**config.mk**
```make
export PLATFORM = sky130hd
export DESIGN_NAME = m_match_ctrl
export DESIGN_NICKNAME = d
export VERILOG_FILES = /design/src/rtl/match_pkg.sv /design/src/rtl/m_win_check.sv /design/src/rtl/m_match_ctrl.sv
export SDC_FILE = /design/constraint.sdc
export NUM_CORES = 1
export LEC_CHECK = 0
export ABC_AREA = 1
export CAP_MARGIN = 20
export CORE_MARGIN = 2
export CORE_UTILIZATION = 59
export CTS_CLUSTER_DIAMETER = 150
export DETAILED_ROUTE_END_ITERATION = 7
export GPL_TIMING_DRIVEN = 0
export HOLD_SLACK_MARGIN = 0.02
export PLACE_DENSITY = 0.86
export SYNTH_ARGS = -nofsm -noshare
export SYNTH_HDL_FRONTEND = slang
export SYNTH_SLANG_ARGS = --single-unit
```
**constraint.sdc**
```tcl
create_clock -name w_clk -period 9.8 [get_ports w_clk]
set_clock_uncertainty 0.2 [all_clocks]
set_input_delay 1.96 -clock w_clk [delete_from_list [all_inputs] [get_ports w_clk]]
set_output_delay 1.96 -clock w_clk [all_outputs]
set_load 0.02 [all_outputs]
```
**src/rtl/match_pkg.sv**
```systemverilog
// Shared codes for the match controller: buttons, modes, FSM states, winners and the
// disc-map bit index macro (row-major, row 0 at the bottom).
`ifndef MATCH_PKG_SV
`define MATCH_PKG_SV

`define MATCH_FIDX(row, col, cols) ((row) * (cols) + (col))

package match_pkg;

  localparam logic [3:0] BTN_INC = 4'b0001;
  localparam logic [3:0] BTN_DEC = 4'b0010;
  localparam logic [3:0] BTN_OK  = 4'b0100;

  localparam logic [1:0] MODE_HA = 2'b00;
  localparam logic [1:0] MODE_AH = 2'b01;
  localparam logic [1:0] MODE_HH = 2'b10;
  localparam logic [1:0] MODE_AA = 2'b11;

  localparam logic [1:0] WIN_NONE = 2'b00;
  localparam logic [1:0] WIN_P0   = 2'b01;
  localparam logic [1:0] WIN_P1   = 2'b10;
  localparam logic [1:0] WIN_DRAW = 2'b11;

  typedef enum logic [2:0] {
    ST_HUMAN   = 3'd0,
    ST_AI_WAIT = 3'd1,
    ST_DROP    = 3'd2,
    ST_CHECK   = 3'd3,
    ST_OVER    = 3'd4
  } state_t;

  function automatic logic slot_is_ai(input logic [1:0] mode, input logic slot);
    if (slot) return (mode == MODE_HA) || (mode == MODE_AA);
    else      return (mode == MODE_AH) || (mode == MODE_AA);
  endfunction

endpackage

`endif

```
**src/rtl/m_win_check.sv**
```systemverilog
// Combinational WIN_LEN-in-a-row detector over one disc map (horizontal, vertical,
// both diagonals); zero latency, no flow control.
module m_win_check #(
  parameter int COLS    = 7,
  parameter int ROWS    = 6,
  parameter int WIN_LEN = 4
) (
  input  logic [ROWS*COLS-1:0] i_field,
  output logic                 o_win
);

  localparam int N = ROWS * COLS;

  logic [N-1:0] h_hit, v_hit, d_hit, a_hit;

  // Every cell is the anchor (lowest row / leftmost end) of up to four candidate runs.
  for (genvar gr = 0; gr < ROWS; gr++) begin : g_row
    for (genvar gc = 0; gc < COLS; gc++) begin : g_col
      localparam int B = gr * COLS + gc;

      if (gc + WIN_LEN <= COLS) begin : g_h
        logic [WIN_LEN-1:0] bits;
        for (genvar gk = 0; gk < WIN_LEN; gk++) begin : g_k
          assign bits[gk] = i_field[B + gk];
        end
        assign h_hit[B] = &bits;
      end else begin : g_hn
        assign h_hit[B] = 1'b0;
      end

      if (gr + WIN_LEN <= ROWS) begin : g_v
        logic [WIN_LEN-1:0] bits;
        for (genvar gk = 0; gk < WIN_LEN; gk++) begin : g_k
          assign bits[gk] = i_field[B + gk * COLS];
        end
        assign v_hit[B] = &bits;
      end else begin : g_vn
        assign v_hit[B] = 1'b0;
      end

      if ((gr + WIN_LEN <= ROWS) && (gc + WIN_LEN <= COLS)) begin : g_d
        logic [WIN_LEN-1:0] bits;
        for (genvar gk = 0; gk < WIN_LEN; gk++) begin : g_k
          assign bits[gk] = i_field[B + gk * (COLS + 1)];
        end
        assign d_hit[B] = &bits;
      end else begin : g_dn
        assign d_hit[B] = 1'b0;
      end

      if ((gr + WIN_LEN <= ROWS) && (gc >= WIN_LEN - 1)) begin : g_a
        logic [WIN_LEN-1:0] bits;
        for (genvar gk = 0; gk < WIN_LEN; gk++) begin : g_k
          assign bits[gk] = i_field[B + gk * (COLS - 1)];
        end
        assign a_hit[B] = &bits;
      end else begin : g_an
        assign a_hit[B] = 1'b0;
      end
    end
  end

  assign o_win = |{h_hit, v_hit, d_hit, a_hit};

endmodule

```
**src/rtl/m_match_ctrl.sv**
```systemverilog
// Connect-N match FSM: accepted move at N -> DROP N+1 -> CHECK N+2 -> next turn/OVER N+3.
// AI side handshakes via o_ai_req/i_ai_valid; MATCH_AI_TIMEOUT_EN adds an AI move timeout.
module m_match_ctrl
  import match_pkg::*;
#(
  parameter int COLS       = 7,
  parameter int ROWS       = 6,
  parameter int WIN_LEN    = 4,
  parameter int AI_TIMEOUT = 1000000
) (
  input  logic                    w_clk,
  input  logic                    w_rst,
  input  logic [1:0]              i_mode,
  input  logic [3:0]              i_btn,
  input  logic                    i_ai_valid,
  input  logic [$clog2(COLS)-1:0] i_ai_col,
  output logic                    o_ai_req,
  output logic [$clog2(COLS)-1:0] o_selecting_col,
  output logic [ROWS*COLS-1:0]    o_p0_field,
  output logic [ROWS*COLS-1:0]    o_p1_field,
  output logic                    o_turn,
  output logic [2:0]              o_state,
  output logic [1:0]              o_winner,
  output logic                    o_game_over
);

  localparam int CW = $clog2(COLS);
  localparam int N  = ROWS * COLS;
  localparam int HW = $clog2(ROWS + 1);
  localparam int IW = $clog2(N);
  localparam int MW = $clog2(N + 1);

  if (COLS < 2 || COLS > 15 || ROWS < 2 || ROWS > 15 || WIN_LEN < 2 ||
      WIN_LEN > COLS || WIN_LEN > ROWS || AI_TIMEOUT < 1) begin : g_param_chk
    $error("m_match_ctrl: parameter out of range");
  end

  state_t          state_q, state_nxt;
  logic [1:0]      mode_q;
  logic [N-1:0]    p0_q, p1_q;
  logic [HW-1:0]   height_q [COLS];
  logic [MW-1:0]   moves_q;
  logic            turn_q;
  logic [CW-1:0]   col_q;
  logic [1:0]      winner_q;

  logic            btn_inc, btn_dec, btn_ok;
  logic            mover_ai, next_ai, col_full, win, ai_take;
  logic [CW-1:0]   ai_col_pick;
  logic [IW-1:0]   drop_idx;
  logic [N-1:0]    drop_bit, mover_field;

  assign btn_inc = (i_btn == BTN_INC);
  assign btn_dec = (i_btn == BTN_DEC);
  assign btn_ok  = (i_btn == BTN_OK);

  assign mover_ai    = slot_is_ai(mode_q, turn_q);
  assign next_ai     = slot_is_ai(mode_q, ~turn_q);
  // An out-of-range AI column is treated exactly like a full one.
  assign col_full    = (int'(col_q) >= COLS) || (height_q[col_q] == HW'(ROWS));
  assign drop_idx    = `MATCH_FIDX(IW'(height_q[col_q]), IW'(col_q), IW'(COLS));
  assign drop_bit    = {{(N-1){1'b0}}, 1'b1} << drop_idx;
  assign mover_field = turn_q ? p1_q : p0_q;

  m_win_check #(
    .COLS    (COLS),
    .ROWS    (ROWS),
    .WIN_LEN (WIN_LEN)
  ) u_win_check (
    .i_field (mover_field),
    .o_win   (win)
  );

`ifdef MATCH_AI_TIMEOUT_EN
  localparam int TW = $clog2(AI_TIMEOUT + 1);

  logic [TW-1:0] tmo_cnt_q;
  logic          tmo_hit;
  logic [CW-1:0] tmo_col;

  always_ff @(posedge w_clk) begin
    if (w_rst || state_q != ST_AI_WAIT) tmo_cnt_q <= '0;
    else                                tmo_cnt_q <= tmo_cnt_q + 1'b1;
  end

  assign tmo_hit = (state_q == ST_AI_WAIT) && (tmo_cnt_q == TW'(AI_TIMEOUT - 1));

  always_comb begin
    tmo_col = '0;
    for (int c = COLS - 1; c >= 0; c--) begin
      if (height_q[c] != HW'(ROWS)) tmo_col = CW'(c);
    end
  end

  assign ai_take     = i_ai_valid || tmo_hit;
  assign ai_col_pick = i_ai_valid ? i_ai_col : tmo_col;
`else
  assign ai_take     = i_ai_valid;
  assign ai_col_pick = i_ai_col;
`endif

  always_ff @(posedge w_clk) begin
    if (w_rst) state_q <= slot_is_ai(i_mode, 1'b0) ? ST_AI_WAIT : ST_HUMAN;
    else       state_q <= state_nxt;
  end

  always_comb begin
    state_nxt = state_q;
    case (state_q)
      ST_HUMAN:   if (btn_ok) state_nxt = ST_DROP;
      ST_AI_WAIT: if (ai_take) state_nxt = ST_DROP;
      ST_DROP: begin
        if (!col_full)     state_nxt = ST_CHECK;
        else if (mover_ai) state_nxt = ST_OVER;
        else               state_nxt = ST_HUMAN;
      end
      ST_CHECK: begin
        if (win || moves_q == MW'(N)) state_nxt = ST_OVER;
        else                          state_nxt = next_ai ? ST_AI_WAIT : ST_HUMAN;
      end
      ST_OVER: if (btn_ok) state_nxt = slot_is_ai(i_mode, 1'b0) ? ST_AI_WAIT : ST_HUMAN;
      default: state_nxt = ST_HUMAN;
    endcase
  end

  always_ff @(posedge w_clk) begin
    if (w_rst || (state_q == ST_OVER && btn_ok)) begin
      mode_q   <= i_mode;
      p0_q     <= '0;
      p1_q     <= '0;
      moves_q  <= '0;
      turn_q   <= 1'b0;
      col_q    <= '0;
      winner_q <= WIN_NONE;
      for (int c = 0; c < COLS; c++) height_q[c] <= '0;
    end else begin
      case (state_q)
        ST_HUMAN: begin
          if (btn_inc)      col_q <= (col_q == CW'(COLS - 1)) ? '0 : col_q + 1'b1;
          else if (btn_dec) col_q <= (col_q == '0) ? CW'(COLS - 1) : col_q - 1'b1;
        end
        ST_AI_WAIT: if (ai_take) col_q <= ai_col_pick;
        ST_DROP: begin
          if (!col_full) begin
            if (turn_q) p1_q <= p1_q | drop_bit;
            else        p0_q <= p0_q | drop_bit;
            height_q[col_q] <= height_q[col_q] + 1'b1;
            moves_q         <= moves_q + 1'b1;
          end else if (mover_ai) begin
            winner_q <= turn_q ? WIN_P0 : WIN_P1;
          end
        end
        ST_CHECK: begin
          if (win)                     winner_q <= turn_q ? WIN_P1 : WIN_P0;
          else if (moves_q == MW'(N))  winner_q <= WIN_DRAW;
          else                         turn_q   <= ~turn_q;
        end
        default: ;
      endcase
    end
  end

  assign o_ai_req        = (state_q == ST_AI_WAIT);
  assign o_game_over     = (state_q == ST_OVER);
  assign o_state         = state_q;
  assign o_selecting_col = col_q;
  assign o_p0_field      = p0_q;
  assign o_p1_field      = p1_q;
  assign o_turn          = turn_q;
  assign o_winner        = winner_q;

endmodule

```
==> impl_metrics.toml <==
[setup_path]
termination_of_the_worst_setup_path = "o_p0_field[20]"
critPathRequiredTime_ps = 9940
worstPathMaxFanout = 10
worst_setup_path_end_kind = "flip-flop"
ff2ff_path_depth = 16
regToRegEndpoint = "o_p0_field[20]"
crit_type = "flip-flop to flip-flop"
crit_path_start_kind = "flip-flop"
worst_r2r_setup_slack_ps = 4440
data_arrival_time_of_the_worst_path_ps = 5500

[synthesis]
synth.yosys.seq_area_share_pct = 40.03
synth.cell_area_um2 = 7052
netlist.top_cell.by_area = "dfxtp_1"
syn-instance-count = 1009
average_cell_area_after_synthesis_um2 = 6.989
post_synthesis_sequential_element_count = 128
yosysWarningCount = 0
yosys-top-cells-area = "dfxtp_1 (29%), nand2_1 (14%), edfxtp_1 (11%), nor2_1 (10%), a21oi_1 (7.2%)"
post_synth_num_cell_types = 43
yosys.area.top_type_share_pct = 28.96

[flow_run]
drv.max_cap_violation_count = 0

[sta]
rsz0062_at_grt = "false"
maxSlewViolCount = 0
fin_crit_ps = 5356
setup-violations-final = 0
post-route-period-util_pct = 54.65
max-slew-margin-rel_pct = 35.38
setup-tns-final_ps = 0
timing_hold_violations_final = 0
maximum_achievable_frequency_ghz = 0.1867
tightest_slew_ps = 959.1

[power]
leak_pwr_nw = 3.563
ir_worst_vdd_mv = 0.2903
pwr_density_cell_nw_per_um2 = 352.6

[final_layout]
num_antenna_cells = 0
nets = 1173
area_growth_from_synthesis_to_layout_pct = 26.61
post_layout_nonfiller_instances = 1291
stdcell_area_um2 = 8929
layout-drive-gt1-share_pct = 9.495

[global_route]
grt_antenna_before_repair = 0
gr-usage-all-layers_pct = 38.64
gr-total-overflow = 0
via_count_of_the_first_global_routing_pass = 7331
grt_max_degree = 17
grt_first_pass_wirelength_mm = 38.10

[clock_network]
htree_levels = 4
tritoncts = "yes"
cts_buffers = 17
ctsLongestPathBuffers = 2
cts_resized = 0
clock_tree.root_cell = "clkbuf_16"
cts_setup_buffers = 0
worstSkewPairLatency_ps = 430
cts_hold_buf = 0
clkSlewWorstSetupHoldPaths_ps = 60
clock_sinks = 128

[route]
via_count = 7667
antenna_violating_nets_left = 0
drtIter0Drc = 978
via_per_inst = 5.939
route.final.wire_length_mm = 24.74
avgRoutedWirePerCell_um = 19.16
drt_drc_violations_left = 0
dr.pass1.iters = 5

[die]
dieArea_um2 = 12840
floorplan.initialDensity_pct = 60.98
fp.dieW_um = 113.3
fp.coreArea_um2 = 11560
row_count = 39
chipHeight_um = 113.3
top_level_ports = 107

[status]
status = "complete, no violations"

[place]
postPlaceCellArea_um2 = 8299
io_buffers = 106
post-dp-hpwl_mm = 17.45
placedCellCount = 1260
gp_routability_congestion = 1.003

[min_path]
hold_path.class = "flip-flop to flip-flop"
final cells by class:
| type | instances | area, µm² |
|---|---|---|
| Fill cell | 861 | 2636 |
| Clock inverter | 11 | 150.1 |
| Sequential cell | 128 | 2823 |
| Timing Repair Buffer | 106 | 1061 |
| Inverter | 77 | 289.0 |
| Clock buffer | 20 | 479.2 |
| Tap cell | 143 | 178.9 |
| Multi-Input combinational cell | 768 | 3699 |
| Buffer | 38 | 249.0 |
per-layer routing:
layer,routed length (µm),vias to the layer above,track usage [%]
li1,-,3517,-
met1,9527,3479,47.42
met2,11060,561,61.60
met3,2952,110,10.71
met4,1199,0,21.30
met5,0,-,0
worst max-delay path: stages, from the launching register on:
cell,delay (ps)
dfxtp_1,390
buf_2,240
nor2_1,100
o32ai_1,320
inv_1,60
o21ai_0,750
fa_1,550
inv_1,90
fa_1,470
fa_1,470
o21ai_0,240
xnor2_1,230
inv_2,180
clkbuf_1,270
nor3_1,430
nand2_1,120
a21oi_1,170
flip-flops by register name (all words and copies together), names as in the netlist, named ones only:
| name | flops |
|---|---|
| height_q | 24 |
| o_state | 3 |
| o_selecting_col | 3 |
| moves_q | 6 |
| o_turn | 1 |
| o_winner | 2 |
| o_p0_field | 42 |
| mode_q | 2 |
| o_p1_field | 42 |
cell usage in the layout, fill, tap and decap left out, types with 7 or more instances in the layout:
| cell | count |
|---|---|
| nor2_1 | 196 |
| a21oi_1 | 101 |
| nand4_1 | 16 |
| nand3_1 | 27 |
| inv_2 | 7 |
| clkbuf_1 | 15 |
| clkdlybuf4s50_1 | 106 |
| inv_1 | 67 |
| nor3_1 | 46 |
| o21ai_0 | 22 |
| ha_1 | 21 |
| buf_2 | 7 |
| clkbuf_16 | 19 |
| nand2_1 | 257 |
| buf_6 | 9 |
| dfxtp_1 | 102 |
| nand2_2 | 27 |
| nor2_2 | 8 |
| buf_4 | 8 |
| o21ai_1 | 7 |
| edfxtp_1 | 26 |
synthesized netlist by cell type (all sizes together):
cell type	count
a211oi	2
a21oi	101
a221oi	1
a31o	1
a31oi	1
and2	1
and3	1
buf	24
clkbuf	14
clkinv	3
conb	1
dfxtp	102
edfxtp	26
fa	4
ha	21
inv	74
nand2	287
nand3	30
nand4	16
nor2	206
nor3	47
nor3b	1
nor4	1
o211ai	2
o21a	2
o21ai	30
o22ai	2
o32ai	4
xnor2	3
xor2	1
metrics by stage:
stage,hold WS [ps],setup WS [ps],power [mW],util (%)
floorplan,239.2,5509,1.851,-
global placement,259.6,4767,2.314,71.76
detailed placement,270.4,4639,2.345,71.76
CTS,279.4,4542,3.064,77.20
global route,302.3,4197,3.295,77.20
finish,276.4,4444,3.148,77.20
where the power goes:
part	leakage, nW	internal, mW	total, mW	switching [mW]
clock network	0.311	0.430	0.678	0.248
registers	1.09	0.603	0.663	0.0602
logic	2.16	0.494	1.81	1.31
kinds of logic after synthesis:
| logic type | after synthesis | synth area share (%) |
|---|---|---|
| xor gates and xnor gates | 4 | 0.6034 |
| other | 1 | 0.05318 |
| and+or+nand+nor | 590 | 35.81 |
| buffers and inverters | 115 | 7.630 |
| DFF | 128 | 40.03 |
| AOI/OAI and AO/OA | 146 | 11.02 |
| adders and majority gates | 25 | 4.862 |
worst min-delay path by stage:
stage	from	to	cells past startpoint
3_3_place_gp	height_q[6][2]	height_q[6][2]	2
2_1_floorplan	height_q[6][2]	height_q[6][2]	2
6_report	o_winner[1]	o_winner[1]	2
4_1_cts	height_q[6][2]	height_q[6][2]	2
3_5_place_dp	o_winner[1]	o_winner[1]	2
5_1_grt	o_winner[0]	o_winner[0]	2
(Power assumes the default switching activity.)
